File: config.mk
export PLATFORM = sky130hd
export DESIGN_NAME = dual_deque_arbiter
export DESIGN_NICKNAME = d
export VERILOG_FILES = /design/src/rtl/dual_deque_arbiter.sv
export SDC_FILE = /design/constraint.sdc
export NUM_CORES = 1
export LEC_CHECK = 0
export ABC_CLOCK_PERIOD_IN_PS = 2600
export BUFFER_PORTS_ARGS = -buffer_cell sky130_fd_sc_hd__clkbuf_2
export CAP_MARGIN = 30
export CORE_ASPECT_RATIO = 1.1
export CORE_MARGIN = 3
export CORE_UTILIZATION = 35
export CTS_BUF_LIST = sky130_fd_sc_hd__clkbuf_4 sky130_fd_sc_hd__clkbuf_8
export CTS_CLUSTER_DIAMETER = 30
export DETAILED_ROUTE_END_ITERATION = 16
export HOLD_SLACK_MARGIN = 0.05
export PLACE_DENSITY = 0.59
export SETUP_SLACK_MARGIN = 0.4
export SYNTH_ARGS = -nofsm -noshare
export SYNTH_HDL_FRONTEND = slang
export SYNTH_SLANG_ARGS = --single-unit
File: constraint.sdc
create_clock -name clk -period 2.6 [get_ports clk]
set_input_delay 0.65 -clock clk [delete_from_list [all_inputs] [get_ports clk]]
set_output_delay 0.65 -clock clk [all_outputs]
set_load 0.05 [all_outputs]
File: src/rtl/dual_deque_arbiter.sv
// Round-robin arbiter sharing one dual_deque between two requesters, with full/empty
// screening before any strobe. Define DDQ_ARB_FIXED_PRIO_EN to make requester 0 win every tie.
module dual_deque_arbiter #(
  parameter int DATA_W  = 8,
  parameter int POP_LAT = 1
) (
  input  logic              clk,
  input  logic              rst,
  input  logic [1:0]        req_valid,
  output logic [1:0]        req_ready,
  input  logic [2:0]        req0_cmd,
  input  logic [2:0]        req1_cmd,
  input  logic [DATA_W-1:0] req0_data,
  input  logic [DATA_W-1:0] req1_data,
  output logic [1:0]        rsp_valid,
  output logic [DATA_W-1:0] rsp_data,
  output logic              rsp_err,
  output logic              dq_deque_select,
  output logic              dq_end_select,
  output logic              dq_push,
  output logic              dq_pop,
  output logic [DATA_W-1:0] dq_data_in,
  input  logic [DATA_W-1:0] dq_data_out,
  input  logic              d0_empty,
  input  logic              d0_full,
  input  logic              d1_empty,
  input  logic              d1_full,
  output logic [1:0]        dbg_state
);

  typedef enum logic [1:0] {
    S_IDLE = 2'd0,
    S_EXEC = 2'd1,
    S_WAIT = 2'd2,
    S_RESP = 2'd3
  } state_t;

  localparam logic [1:0] WAIT_INIT = (POP_LAT > 0) ? 2'(POP_LAT - 1) : 2'd0;

  state_t     state;
  logic       cur_op;
  logic       cur_grant;
  logic [1:0] wait_cnt;
`ifndef DDQ_ARB_FIXED_PRIO_EN
  logic       last_grant;
`endif

  logic              grant;
  logic              accept;
  logic [2:0]        sel_cmd;
  logic [DATA_W-1:0] sel_data;
  logic              sel_full;
  logic              sel_empty;
  logic              illegal;
  logic [1:0]        rsp_onehot;

  // Handshake: a command transfers on a cycle where req_valid[i] and req_ready[i] are both 1;
  // ready is only offered in IDLE, to at most one requester, and the requester holds valid until then.
  always_comb begin
    grant = 1'b0;
    case (req_valid)
      2'b01:   grant = 1'b0;
      2'b10:   grant = 1'b1;
`ifdef DDQ_ARB_FIXED_PRIO_EN
      2'b11:   grant = 1'b0;
`else
      2'b11:   grant = ~last_grant;
`endif
      default: grant = 1'b0;
    endcase
  end

  assign accept    = (state == S_IDLE) && (req_valid != 2'b00);
  assign req_ready = accept ? (grant ? 2'b10 : 2'b01) : 2'b00;
  assign sel_cmd   = grant ? req1_cmd  : req0_cmd;
  assign sel_data  = grant ? req1_data : req0_data;

  // The deque is only touched when the selected side can take the operation.
  assign sel_full   = dq_deque_select ? d1_full  : d0_full;
  assign sel_empty  = dq_deque_select ? d1_empty : d0_empty;
  assign illegal    = cur_op ? sel_empty : sel_full;
  assign dq_push    = (state == S_EXEC) && !cur_op && !sel_full;
  assign dq_pop     = (state == S_EXEC) &&  cur_op && !sel_empty;
  assign rsp_onehot = cur_grant ? 2'b10 : 2'b01;
  assign dbg_state  = state;

  always_ff @(posedge clk) begin
    if (rst) begin
      state           <= S_IDLE;
      cur_op          <= 1'b0;
      cur_grant       <= 1'b0;
      wait_cnt        <= 2'd0;
`ifndef DDQ_ARB_FIXED_PRIO_EN
      last_grant      <= 1'b1;
`endif
      dq_deque_select <= 1'b0;
      dq_end_select   <= 1'b0;
      dq_data_in      <= '0;
      rsp_valid       <= 2'b00;
      rsp_data        <= '0;
      rsp_err         <= 1'b0;
    end else begin
      rsp_valid <= 2'b00;
      case (state)
        S_IDLE: begin
          if (accept) begin
            cur_op          <= sel_cmd[2];
            cur_grant       <= grant;
            dq_deque_select <= sel_cmd[1];
            dq_end_select   <= sel_cmd[0];
            dq_data_in      <= sel_data;
            state           <= S_EXEC;
          end
        end
        S_EXEC: begin
          if (illegal || !cur_op || (POP_LAT == 0)) begin
            rsp_valid       <= rsp_onehot;
            rsp_err         <= illegal;
            rsp_data        <= (cur_op && !illegal) ? dq_data_out : '0;
            dq_deque_select <= 1'b0;
            dq_end_select   <= 1'b0;
            dq_data_in      <= '0;
            state           <= S_RESP;
          end else begin
            wait_cnt <= WAIT_INIT;
            state    <= S_WAIT;
          end
        end
        S_WAIT: begin
          if (wait_cnt == 2'd0) begin
            rsp_valid       <= rsp_onehot;
            rsp_err         <= 1'b0;
            rsp_data        <= dq_data_out;
            dq_deque_select <= 1'b0;
            dq_end_select   <= 1'b0;
            dq_data_in      <= '0;
            state           <= S_RESP;
          end else begin
            wait_cnt <= wait_cnt - 2'd1;
          end
        end
        S_RESP: begin
`ifndef DDQ_ARB_FIXED_PRIO_EN
          last_grant <= cur_grant;
`endif
          state <= S_IDLE;
        end
        default: state <= S_IDLE;
      endcase
    end
  end

endmodule

; ---- Yosys cells after proc, flatten, opt, wreduce, memory -nomap -nowiden
; Cells that the tools add are included.
[totals]
reg_bits = 28
input_bits = 38
word_cells = 79
out_inout_bits = 27
[classes]
add_sub_neg = 1
muxes = 35
eq_ne = 10
n_reduce_logical = 21
bitwise_logic = 1
[op_table]
columns = operator, n
row1 = two-way mux 8 bit, 7
row2 = case mux 8 bit (3 select lines), 1
row3 = two-way mux 2 bit, 9
row4 = case mux 8 bit (2 select lines), 1
row5 = two-way mux 1 bit, 9
row6 = "equality test 2 bit, second input constant", 4
row7 = "inequality test 2 bit, second input constant", 4
row8 = case mux 2 bit (2 select lines), 2
row9 = case mux 2 bit (4 select lines), 1
row10 = logical AND 1 bit, 6
row11 = case mux 1 bit (3 select lines), 2
row12 = AND reduction 3 bit, 2
row13 = zero test 1 bit, 4
row14 = zero test 2 bit, 2
row15 = case mux 1 bit (2 select lines), 2
row16 = AND reduction 2 bit, 2
row17 = AND reduction 4 bit, 1
row18 = nonzero test 2 bit, 2
row19 = two-way mux 3 bit, 1
row20 = nonzero test 3 bit, 1
row21 = "equality test 2 x 1 -> 1 bit, second input constant", 1
row22 = "inequality test 2 x 1 -> 1 bit, second input constant", 1
row23 = "subtractor 2 x 1 -> 2 bit, second input constant", 1
row24 = logical OR 1 bit, 1
row25 = NOT 1 bit, 1

; ---- Depth between registers and ports, before layout
; Gate-level depths: netlist of the first run.
[depth]
depth_word = 7
mapped_depth = 9
mapped_depth_nobuf = 6

; ---- Least setup slack after synthesis of the first run
; OpenSTA, ideal clock, no wires.
[synth_timing]
path_type = register -> output
startpoint = reg dq_deque_select
endpoint = out dq_pop
required_time_ns = 1.950
path_buffers = 3
slack_ns = -0.081
stages_incl_launch_ff = 6
t_arrival_ns = 2.031
path_cell_list = dfxtp_1 mux2i_1 and3_1 buf_2 buf_2 clkbuf_1
[synth_via]
elab_chain_cells = 3
[synth_lines]
columns = item, line_no
row1 = "start, declared", 18  ; output logic dq_deque_select,
row2 = "start signal, assigned", 109  ; dq_deque_select <= sel_cmd[1];
row3 = two-way mux 1 bit, 80  ; assign sel_empty = dq_deque_select ? d1_empty : d0_empty;
row4 = zero test 1 bit, 83  ; assign dq_pop = (state == S_EXEC) && cur_op && !sel_empty;
row5 = logical AND 1 bit, 83
row6 = "end, declared", 21  ; output logic dq_pop,
; No other way between the ends.

; ---- Worst setup path in the final report of the first run
[layout_timing]
startpoint = in d0_full
endpoint = out dq_push
[layout_via]
elab_chain_cells = 3
[layout_lines]
columns = item, line_no
row1 = "start, declared", 25  ; input logic d0_full,
row2 = two-way mux 1 bit, 79  ; assign sel_full = dq_deque_select ? d1_full : d0_full;
row3 = zero test 1 bit, 82  ; assign dq_push = (state == S_EXEC) && !cur_op && !sel_full;
row4 = logical AND 1 bit, 82
row5 = "end, declared", 20  ; output logic dq_push,
; No other way between the ends.

==> reports/metrics.yaml, run 1 <==
cpPeakStageDelay_ns: 0.30
nets: 251
crit_path_max_fanout: 2
start_util: 0.370
min-delay-path-class: "flip-flop to flip-flop"
crit_arrival_ns: 1.50
antennaDiodeCount: 0
synth_compound_area_frac: 0.223
ctsLongestPathBuffers: 2
drtPass1Iterations: 4
synth_top_family_by_area: "compound AO/OA/AOI/OAI gates"
synth-seq-cells: 28
synthSimpleGateAreaFrac: 0.163
hold_slack_ns: 0.480
worstMarginPinSlew_ns: 0.412
grt_start_max_net_pins: 23
fin_tns_setup_ns: 0
fin_crit_ns: 2.15
report.final.hold_viol_count: 0
gr-total-overflow: 0
hold_buffers: 0
yosysTopAreaCell: "dfxtp_1"
die_area_mm2: 0.00468
rows: 23
place_area_mm2: 0.00174
cp.required_ns: 1.95
htreeDepth: 1
slew_headroom: 0.725
final_cell_mix: "clkbuf_2, dfxtp_1, a21oi_1"
yosysTopAreaCellShare: 0.411
ys_seq_area_frac: 0.411
leakage_uw: 0.000837
vdd_drop_max_v: 0.000518
drtIter0Drc: 43
synth-edff-count: 0
syn-cell-area_mm2: 0.00136
final_common_cell: "clkbuf_2"
num_vias: 1348
gr-usage-all-layers: 0.171
io_pins: 65
cp-end-kind: "output port"
route.detailed.drc: 0
status: "finished clean"
setup_viol: 0
crit_type: "input port to output port"
drv_cap: 0
pre_cts_ws_ns: 0.444
globalplace.congestion: 0.741
ant_nets: 0
grt_first_pass_wirelength_um: 6290
dieHeight_um: 71.4
synth_area_leaders: "dfxtp_1, mux2i_1, a21oi_1"
numCtsBuffers: 3
ys_warn_count: 0
grt_pass1_vias: 1326
finalWorstSetupSlack_ns: 0.448
core_mm2: 0.00368
place_hpwl_um: 2900
totalWireLength_um: 3680
critical_path.most_common_cell: "clkbuf_2"
fin_skew_ns: 0.00513
synth-adder-area-share: 0.0551
synthFlopType: "dfxtp_1"
wire_per_inst_um: 14.4
synthMuxAreaShare: 0.0808
synth.distinct_cells: 31
syn-num-nets: 189
synth_cells: 145
syn2layout_area_growth_pct: 33.6
clockRootBuffer: "clkbuf_8"
antenna_found_initial: 0
utilization: 0.494
clock_sinks: 28
cts_tree: "done"
synth_xor_area_frac: 0
slew_violations: 0
startpoint_type: "input port"
clk_latency_ns: 0.28
fin_crit_sh: 0.828
fmaxAchievable_mhz: 465
chipWidth_um: 65.5
cp_cell_sequence: "clkbuf_2 -> nor2b_1 -> a211o_1 -> nor2_2 -> clkbuf_2"
avgSynthCellArea_um2: 9.40
clk_pin_slew_ns: 0.10
rsz0062_at_grt: "yes"
viasPerCell: 5.27
async_flop_share: 0
port_buffers: 64
powerDensity_mw_per_mm2: 1160
fin_area_mm2: 0.00182
drive_above_1_share: 0.408
slowest_stage: "a211o_1"
cell type report:
| cell class | instances | area, um^2 |
|---|---|---|
| clock inverters | 1 | 30.0 |
| inverters | 8 | 30.0 |
| well taps | 50 | 62.6 |
| multi-input cells | 98 | 722 |
| repair buffers | 68 | 368 |
| flip-flops and latches | 28 | 567 |
| clock buffers | 3 | 41.3 |
| fillers | 392 | 1860 |
worst paths after layout:
check,from,end,slack (ns),cells after the start
max,d0_full,dq_push,0.45,5
min,dq_data_in[4]$_SDFFE_PP0P_,dq_data_in[4]$_SDFFE_PP0P_,0.48,2
max reg2reg,dbg_state[0]$_SDFFE_PP0P_,dq_deque_select$_SDFFE_PP0P_,0.50,6
min reg2reg,dq_data_in[4]$_SDFFE_PP0P_,dq_data_in[4]$_SDFFE_PP0P_,0.48,2
cell usage after synthesis, types with 2 or more instances:
master    number
a21oi_1       19
mux2i_1       11
nor2_1         5
buf_2          3
ha_1           6
inv_1          8
dfxtp_1       28
clkbuf_1       6
nand2_1        6
buf_6          2
a22o_1         8
or4_1         10
o211ai_1       2
o21ai_0       14
per-stage QoR:
| step | power (uW) | instances |
|---|---|---|
| final | 2100 | 256 |
| after global routing | 2250 | 256 |
| after global placement | 1730 | 251 |
| after CTS | 2110 | 255 |
| after detailed placement | 1760 | 251 |
| after floorplan | 1490 | 145 |
routing by layer:
layer / global-route usage / vias to the layer above / routed length, um
li1: - / 653 / -
met1: 0.201 / 645 / 1460
met2: 0.304 / 45 / 1890
met3: 0.0345 / 5 / 264
met4: 0.0622 / 0 / 59
met5: 0 / - / 0
power by group:
group	switching [uW]	internal, uW
clock network	138	206
registers	82.0	548
logic	776	353
cells by family (layout without fill, tap and decap cells):
logic type / Yosys count / after routing
compound gates: 49 / 49
fa+ha+maj: 6 / 6
buf+inv: 19 / 80
flops: 28 / 28
mux: 11 / 11
simple gates: 32 / 32
worst max-delay path, delay by kind of cell:
family	cells	cell delay, ns
simple gates	2	0.20
compound gates	1	0.30
buf+inv	2	0.35
timing repair:
| item | in CTS | in global routing |
|---|---|---|
| cloned | 0 | 0 |
| pin swaps | 0 | 0 |
| buffers inserted | 0 | 1 |
| setup endpoints to repair | 1 | 10 |
| gates resized for setup | 1 | 3 |
state kept, by name (all words and copies together) (netlist names):
register and cells:
dq_end_select 1, rsp_valid 2, dbg_state 2, last_grant 1, cur_op 1, rsp_data 8, cur_grant 1, rsp_err 1
dq_data_in 8, wait_cnt 2, dq_deque_select 1
Note: power is estimated with default switching activity, not from simulation.
==> inputs of run 2 (changes only) <==
--- a/config.mk
+++ b/config.mk
@@ -5,7 +5,8 @@
 export SDC_FILE = /design/constraint.sdc
 export NUM_CORES = 1
 export LEC_CHECK = 0
-export ABC_CLOCK_PERIOD_IN_PS = 2600
+export ABC_AREA = 1
+export ABC_CLOCK_PERIOD_IN_PS = 2200
 export BUFFER_PORTS_ARGS = -buffer_cell sky130_fd_sc_hd__clkbuf_2
 export CAP_MARGIN = 30
 export CORE_ASPECT_RATIO = 1.1
@@ -15,7 +16,7 @@
 export CTS_CLUSTER_DIAMETER = 30
 export DETAILED_ROUTE_END_ITERATION = 16
 export HOLD_SLACK_MARGIN = 0.05
-export PLACE_DENSITY = 0.59
+export PLACE_DENSITY = 0.57
 export SETUP_SLACK_MARGIN = 0.4
 export SYNTH_ARGS = -nofsm -noshare
 export SYNTH_HDL_FRONTEND = slang
==> constraint.sdc (replaced) <==
create_clock -name clk -period 2.2 [get_ports clk]
set_input_delay 0.55 -clock clk [delete_from_list [all_inputs] [get_ports clk]]
set_output_delay 0.55 -clock clk [all_outputs]
set_load 0.05 [all_outputs]
==> run 2 against run 1 <==
Against the previous run:
- via count increased by 19%
- non-clock buffer count increased by 8
- synthesized area grew 14%
- critical endpoint is now req_ready[0]
- largest cell class unchanged
- global-route usage shrank 1.8 points
==> reports/metrics.yaml, run 2 <==
route.detailed.drc: 0
comb_power_share: 0.662
fillers: 418
synth-seq-cells: 28
rsz0062_at_grt: "yes"
fin_area_mm2: 0.00216
htreeDepth: 1
syn2layout_area_growth_pct: 38.8
clock_sinks: 28
top_layer_used: "met4"
syn-cell-area_mm2: 0.00156
place_hpwl_um: 3030
hold_path_startpoint: "cur_grant$_SDFFE_PP0P_"
startpoint_type: "flip-flop"
fmaxAchievable_mhz: 545
grt_start_max_net_pins: 16
reg2reg_slack_ns: 0.60
pre_cts_ws_ns: 0.390
clockRootBuffer: "clkbuf_8"
fin_crit_sh: 0.834
synth.distinct_cells: 23
r2r-start: "dbg_state[1]$_SDFFE_PP0P_"
syn-num-nets: 285
crit_type: "flip-flop to output port"
status: "finished clean"
crit_path_max_fanout: 3
grt_pass1_vias: 1521
holdPathEnd: "rsp_valid[0]$_SDFF_PP0_"
holdPathStages: 1
chipWidth_um: 69.6
swShare: 0.535
drv_cap: 0
avgSynthCellArea_um2: 6.45
report.final.hold_viol_count: 0
met3WireLength_um: 164
dr_wl_met2_um: 1960
numCtsBuffers: 3
fin_skew_ns: 0.00207
num_vias: 1599
clk_latency_ns: 0.27
crit_arrival_ns: 1.28
internal_power_uw: 1570
io_pins: 65
synth.most_common_cell: "nand2_1"
drtIter0Drc: 83
hold_buffers: 0
synth_cells: 241
gr-total-overflow: 0
die_area_mm2: 0.00528
place_inst: 354
slew_headroom: 0.708
cts_tree: "done"
min-delay-path-class: "flip-flop to flip-flop"
wire_per_inst_um: 10.6
totalWireLength_um: 3900
clk_pin_slew_ns: 0.09
ant_nets: 0
antenna_found_initial: 0
yosys-top-cells-count: "nand2_1, nor2_1, inv_1"
final_cell_mix: "nand2_1, clkbuf_2, nor2_1"
synth-edff-count: 0
leakage_uw: 0.00122
p_switching_uw: 1800
fin_crit_ns: 1.83
sequentialPowerShare: 0.244
core_mm2: 0.00411
dieHeight_um: 75.9
port_buffers: 64
setup_viol: 0
yosysTopAreaCellShare: 0.360
synth_area_leaders: "dfxtp_1, nand2_1, nor2_1"
viasPerCell: 4.37
finalWorstSetupSlack_ns: 0.366
drive_above_1_share: 0.350
worstMarginPinSlew_ns: 0.438
ys_seq_area_frac: 0.360
cp-end-kind: "output port"
place_area_mm2: 0.00195
met1_length_um: 1750
nets: 359
clkPwrFrac: 0.094
drtPass1Iterations: 4
rr_worst_depth: 10
powerDensity_mw_per_mm2: 1560
rows: 24
fin_tns_setup_ns: 0
globalplace.congestion: 0.739
yosysTopAreaCell: "dfxtp_1"
async_flop_share: 0
grt_first_pass_wirelength_um: 6800
gr-usage-all-layers: 0.153
finalNonFillerCells: 366
start_util: 0.378
vdd_drop_max_v: 0.000613
antennaDiodeCount: 0
final_common_cell: "nand2_1"
synthFlopType: "dfxtp_1"
ys_warn_count: 0
slew_violations: 0
ctsLongestPathBuffers: 2
cp.required_ns: 1.65
largestRegisters: "dq_data_in (8), rsp_data (8)"
utilization: 0.525
r2r-end: "dq_data_in[6]$_SDFFE_PP0P_"
## run 2: changes by cell type after synthesis, moves of 5 or more
cell	delta
o21ai_0	-12
a21oi_1	-6
clkbuf_1	-6
nand3_1	+11
a22o_1	-8
mux2i_1	-11
inv_1	+24
nand2_1	+68
o21ai_1	+5
or4_1	-10
nor2_1	+39
## run 2: worst max path at each step
| stage | slack, ns | start | cells after the start | endpoint |
|---|---|---|---|---|
| floorplan | 0.37 | req_valid[0] | 4 | req_ready[1] |
| global placement | 0.41 | req_valid[1] | 6 | req_ready[0] |
| detailed placement | 0.39 | req_valid[1] | 6 | req_ready[0] |
| CTS | 0.34 | dbg_state[1]$_SDFFE_PP0P_ | 7 | req_ready[0] |
| global route | 0.28 | dbg_state[1]$_SDFFE_PP0P_ | 7 | req_ready[0] |
| finish | 0.37 | dbg_state[1]$_SDFFE_PP0P_ | 7 | req_ready[0] |
## run 2: power by group through the flow
stage	clock network [uW]	registers, uW	logic [uW]
after CTS	334	822	2230
after detailed placement	0	829	2050
after global routing	355	846	2480
after global placement	0	826	2040
after floorplan	0	1370	1100
final	318	821	2230
## run 2: what timing repair did
| item | CTS | global route |
|---|---|---|
| buffers inserted | 7 | 1 |
| endpoints found under the setup margin | 4 | 5 |
| gates resized for setup | 23 | 4 |
| gates cloned | 0 | 0 |
| pin swaps | 3 | 2 |
## run 2: logic make-up (layout without fill, tap and decap cells)
| kind of cell | count (synthesis) | in the layout | share of synthesized area |
|---|---|---|---|
| simple gates | 141 | 141 | 0.393 |
| buf+inv | 44 | 117 | 0.123 |
| flops | 28 | 28 | 0.360 |
| compound gates | 22 | 22 | 0.0748 |
| fa+ha+maj | 6 | 6 | 0.0483 |
## run 2: final cells by class
class | count | area, um^2 | share of cell area
inverters | 37 | 151 | 0.0701
repair buffers | 76 | 462 | 0.214
flip-flops and latches | 28 | 569 | 0.264
clock buffers | 4 | 55.1 | 0.0255
well taps | 52 | 65.1 | 0.0301
multi-input cells | 169 | 856 | 0.397
## run 2: per-stage QoR
| stage | hold slack (ns) | total power (uW) |
|---|---|---|
| global route | 0.503 | 3680 |
| finish | 0.482 | 3370 |
| floorplan | 0.426 | 2470 |
| detailed placement | 0.461 | 2880 |
| global placement | 0.461 | 2870 |
| CTS | 0.487 | 3390 |
## run 2: per-layer routing
metal | vias to the layer above | GRT usage
met1 | 688 | 0.184
met4 | 0 | 0.0410
li1 | 880 | -
met2 | 29 | 0.275
met3 | 2 | 0.0278
met5 | - | 0
## run 2: critical path, cell delays in order, from the launching register on
cell and delay, ns:
dfxtp_4 0.37, inv_4 0.08, ha_4 0.15, inv_4 0.04, nor2_4 0.08, inv_2 0.06, nor2_4 0.10, buf_12 0.14
==> inputs of run 3 (changes only) <==
--- a/config.mk
+++ b/config.mk
@@ -6,7 +6,7 @@
 export NUM_CORES = 1
 export LEC_CHECK = 0
 export ABC_AREA = 1
-export ABC_CLOCK_PERIOD_IN_PS = 2200
+export ABC_CLOCK_PERIOD_IN_PS = 1700
 export BUFFER_PORTS_ARGS = -buffer_cell sky130_fd_sc_hd__clkbuf_2
 export CAP_MARGIN = 30
 export CORE_ASPECT_RATIO = 1.1
==> constraint.sdc (replaced) <==
create_clock -name clk -period 1.7 [get_ports clk]
set_input_delay 0.425 -clock clk [delete_from_list [all_inputs] [get_ports clk]]
set_output_delay 0.425 -clock clk [all_outputs]
set_load 0.05 [all_outputs]
==> run 3 against run 2 <==
Against the previous run:
- the flow now finishes with violations (setup timing)
- via count increased by 7.8%
- worst setup slack got worse by 0.39 ns
- final cell count increased by 4.6%
- sequential cell count unchanged
- critical path depth unchanged
- register-to-register slack got worse by 0.40 ns
- combinational power increased by 80%
- global-route usage increased by 1.1 points
- wire length increased by 18%
- worst hold slack got worse by 0.090 ns
- power increased by 67%
- clock skew increased by 0.0028 ns
- largest power group unchanged
==> reports/metrics.yaml, run 3 (same netlist as run 2, synthesis figures left out) <==
status: "complete, but fails checks"
violations: "setup timing"
clk_latency_ns: 0.28
report.final.hold_viol_count: 0
grt_pass1_vias: 1658
gr-total-overflow: 0
crit_arrival_ns: 1.30
startpoint_type: "flip-flop"
viasPerCell: 4.50
slew_headroom: 0.707
critPathBufInv: 4
setup_viol: 2
leakage_uw: 0.00140
antenna_found_initial: 0
final_common_cell: "nand2_1"
chipWidth_um: 69.6
grt_start_max_net_pins: 17
fin_crit_ns: 1.72
critical-path-top-delay-family: "buffers and inverters"
grt_first_pass_wirelength_um: 7270
clk_pin_slew_ns: 0.10
drive_above_1_share: 0.471
cp_num_cells: 7
ctsLongestPathBuffers: 2
totalWireLength_um: 4580
syn2layout_area_growth_pct: 71.8
pre_cts_ws_ns: 0.0951
cts_tree: "done"
worstMarginPinSlew_ns: 0.440
powerDensity_mw_per_mm2: 2110
rsz0062_at_grt: "yes"
die_area_mm2: 0.00528
rr_worst_depth: 11
start_util: 0.378
fillers: 353
gr-usage-all-layers: 0.164
fin_skew_ns: 0.00483
hold_buffers: 0
fin_area_mm2: 0.00267
vdd_drop_max_v: 0.000914
cp_cell_sequence: "inv_4 -> ha_4 -> nand2_2 -> inv_2 -> nand3_4 -> inv_8 -> clkbuf_16"
dieHeight_um: 75.9
io_pins: 65
drtPass1Iterations: 4
slew_violations: 0
rows: 24
crit_path_max_fanout: 3
core_mm2: 0.00411
clock_sinks: 28
ant_nets: 0
route.detailed.drc: 0
finalWorstSetupSlack_ns: -0.0235
antennaDiodeCount: 0
nets: 376
drtIter0Drc: 74
crit_type: "flip-flop to output port"
largestRegisters: "dq_data_in (8), rsp_data (8)"
numCtsBuffers: 3
place_hpwl_um: 3090
globalplace.congestion: 0.802
slowest_stage: "dfxtp_4"
cp-end-kind: "output port"
place_area_mm2: 0.00203
min-delay-path-class: "input port to flip-flop"
holdPathStages: 3
final_cell_mix: "nand2_1, nor2_1, clkbuf_2"
wire_per_inst_um: 12.0
drv_cap: 0
clockRootBuffer: "clkbuf_8"
fin_crit_sh: 1.01
htreeDepth: 1
fmaxAchievable_mhz: 580
port_buffers: 64
cp.required_ns: 1.27
cpPeakStageDelay_ns: 0.36
num_vias: 1724
reg2reg_slack_ns: 0.20
[run 3: changes by cell type in the layout (fill, tap and decap cells not counted), moves of 4 or more]
cell,before,now
buf_6,1,16
o21ai_2,0,4
o21ai_1,5,0
buf_4,12,27
nand2_2,2,8
nand2_1,74,64
a21oi_1,13,9
a21oi_2,1,5
clkbuf_2,60,37
[run 3: per-stage QoR]
step,total power (uW),utilization,hold WS [ns],setup TNS (ns),cells
2_1_floorplan,3370,-,0.426,0,241
6_report,5650,0.650,0.391,-0.0273,383
3_3_place_gp,3890,0.495,0.455,0,355
4_1_cts,5020,0.588,0.386,-0.0132,375
3_5_place_dp,3890,0.495,0.455,0,355
5_1_grt,6030,0.650,0.391,-0.180,383
[run 3: metal layers]
layer	routed length, um	track usage
met2	2240	0.281
met3	245	0.0370
met1	2010	0.207
met4	85	0.0410
met5	0	0
[run 3: worst paths after layout]
kind | start | end
worst min-delay path | dq_data_out[7] | rsp_data[7]$_SDFFE_PP0P_
worst min register to register | cur_grant$_SDFFE_PP0P_ | rsp_valid[1]$_SDFF_PP0_
worst max-delay path | dbg_state[1]$_SDFFE_PP0P_ | dq_pop
worst max register to register | dbg_state[0]$_SDFFE_PP0P_ | dq_data_in[0]$_SDFFE_PP0P_
[run 3: timing repair]
action                                  4_1_cts  5_1_grt
endpoints found under the setup margin       48       47
endpoints found under the hold margin         0        0
cloned                                        1        0
gates resized for setup                      51       65
buffers inserted                             15        8
pin swaps                                    11       13
[run 3: worst register-to-register path, stage by stage, from the launching register on]
cell and delay, ns:
dfxtp_4 0.40, inv_4 0.04, ha_4 0.16, buf_4 0.13
buf_4 0.13, nand2_1 0.07, nand3_2 0.10, nor2_4 0.11
buf_6 0.13, nand2_1 0.05, nand2_1 0.05, nor2_1 0.04
[run 3: power by group]
| part | leakage [uW] | switching, uW | internal (uW) |
|---|---|---|---|
| logic | 0.00113 | 2370 | 1640 |
| registers | 0.000234 | 184 | 924 |
| clock network | 0.0000357 | 211 | 315 |
| total | 0.00140 | 2760 | 2880 |
[run 3: layout make-up]
class	instances	area [um^2]	area share
tap	52	65.1	0.0243
sequential	28	576	0.215
clock inverter	1	30.0	0.0112
inverter	37	179	0.0669
clock buffer	3	41.3	0.0154
multi-input combinational	169	1010	0.379
timing repair inverter	1	11.3	0.00421
timing repair buffer	92	758	0.284
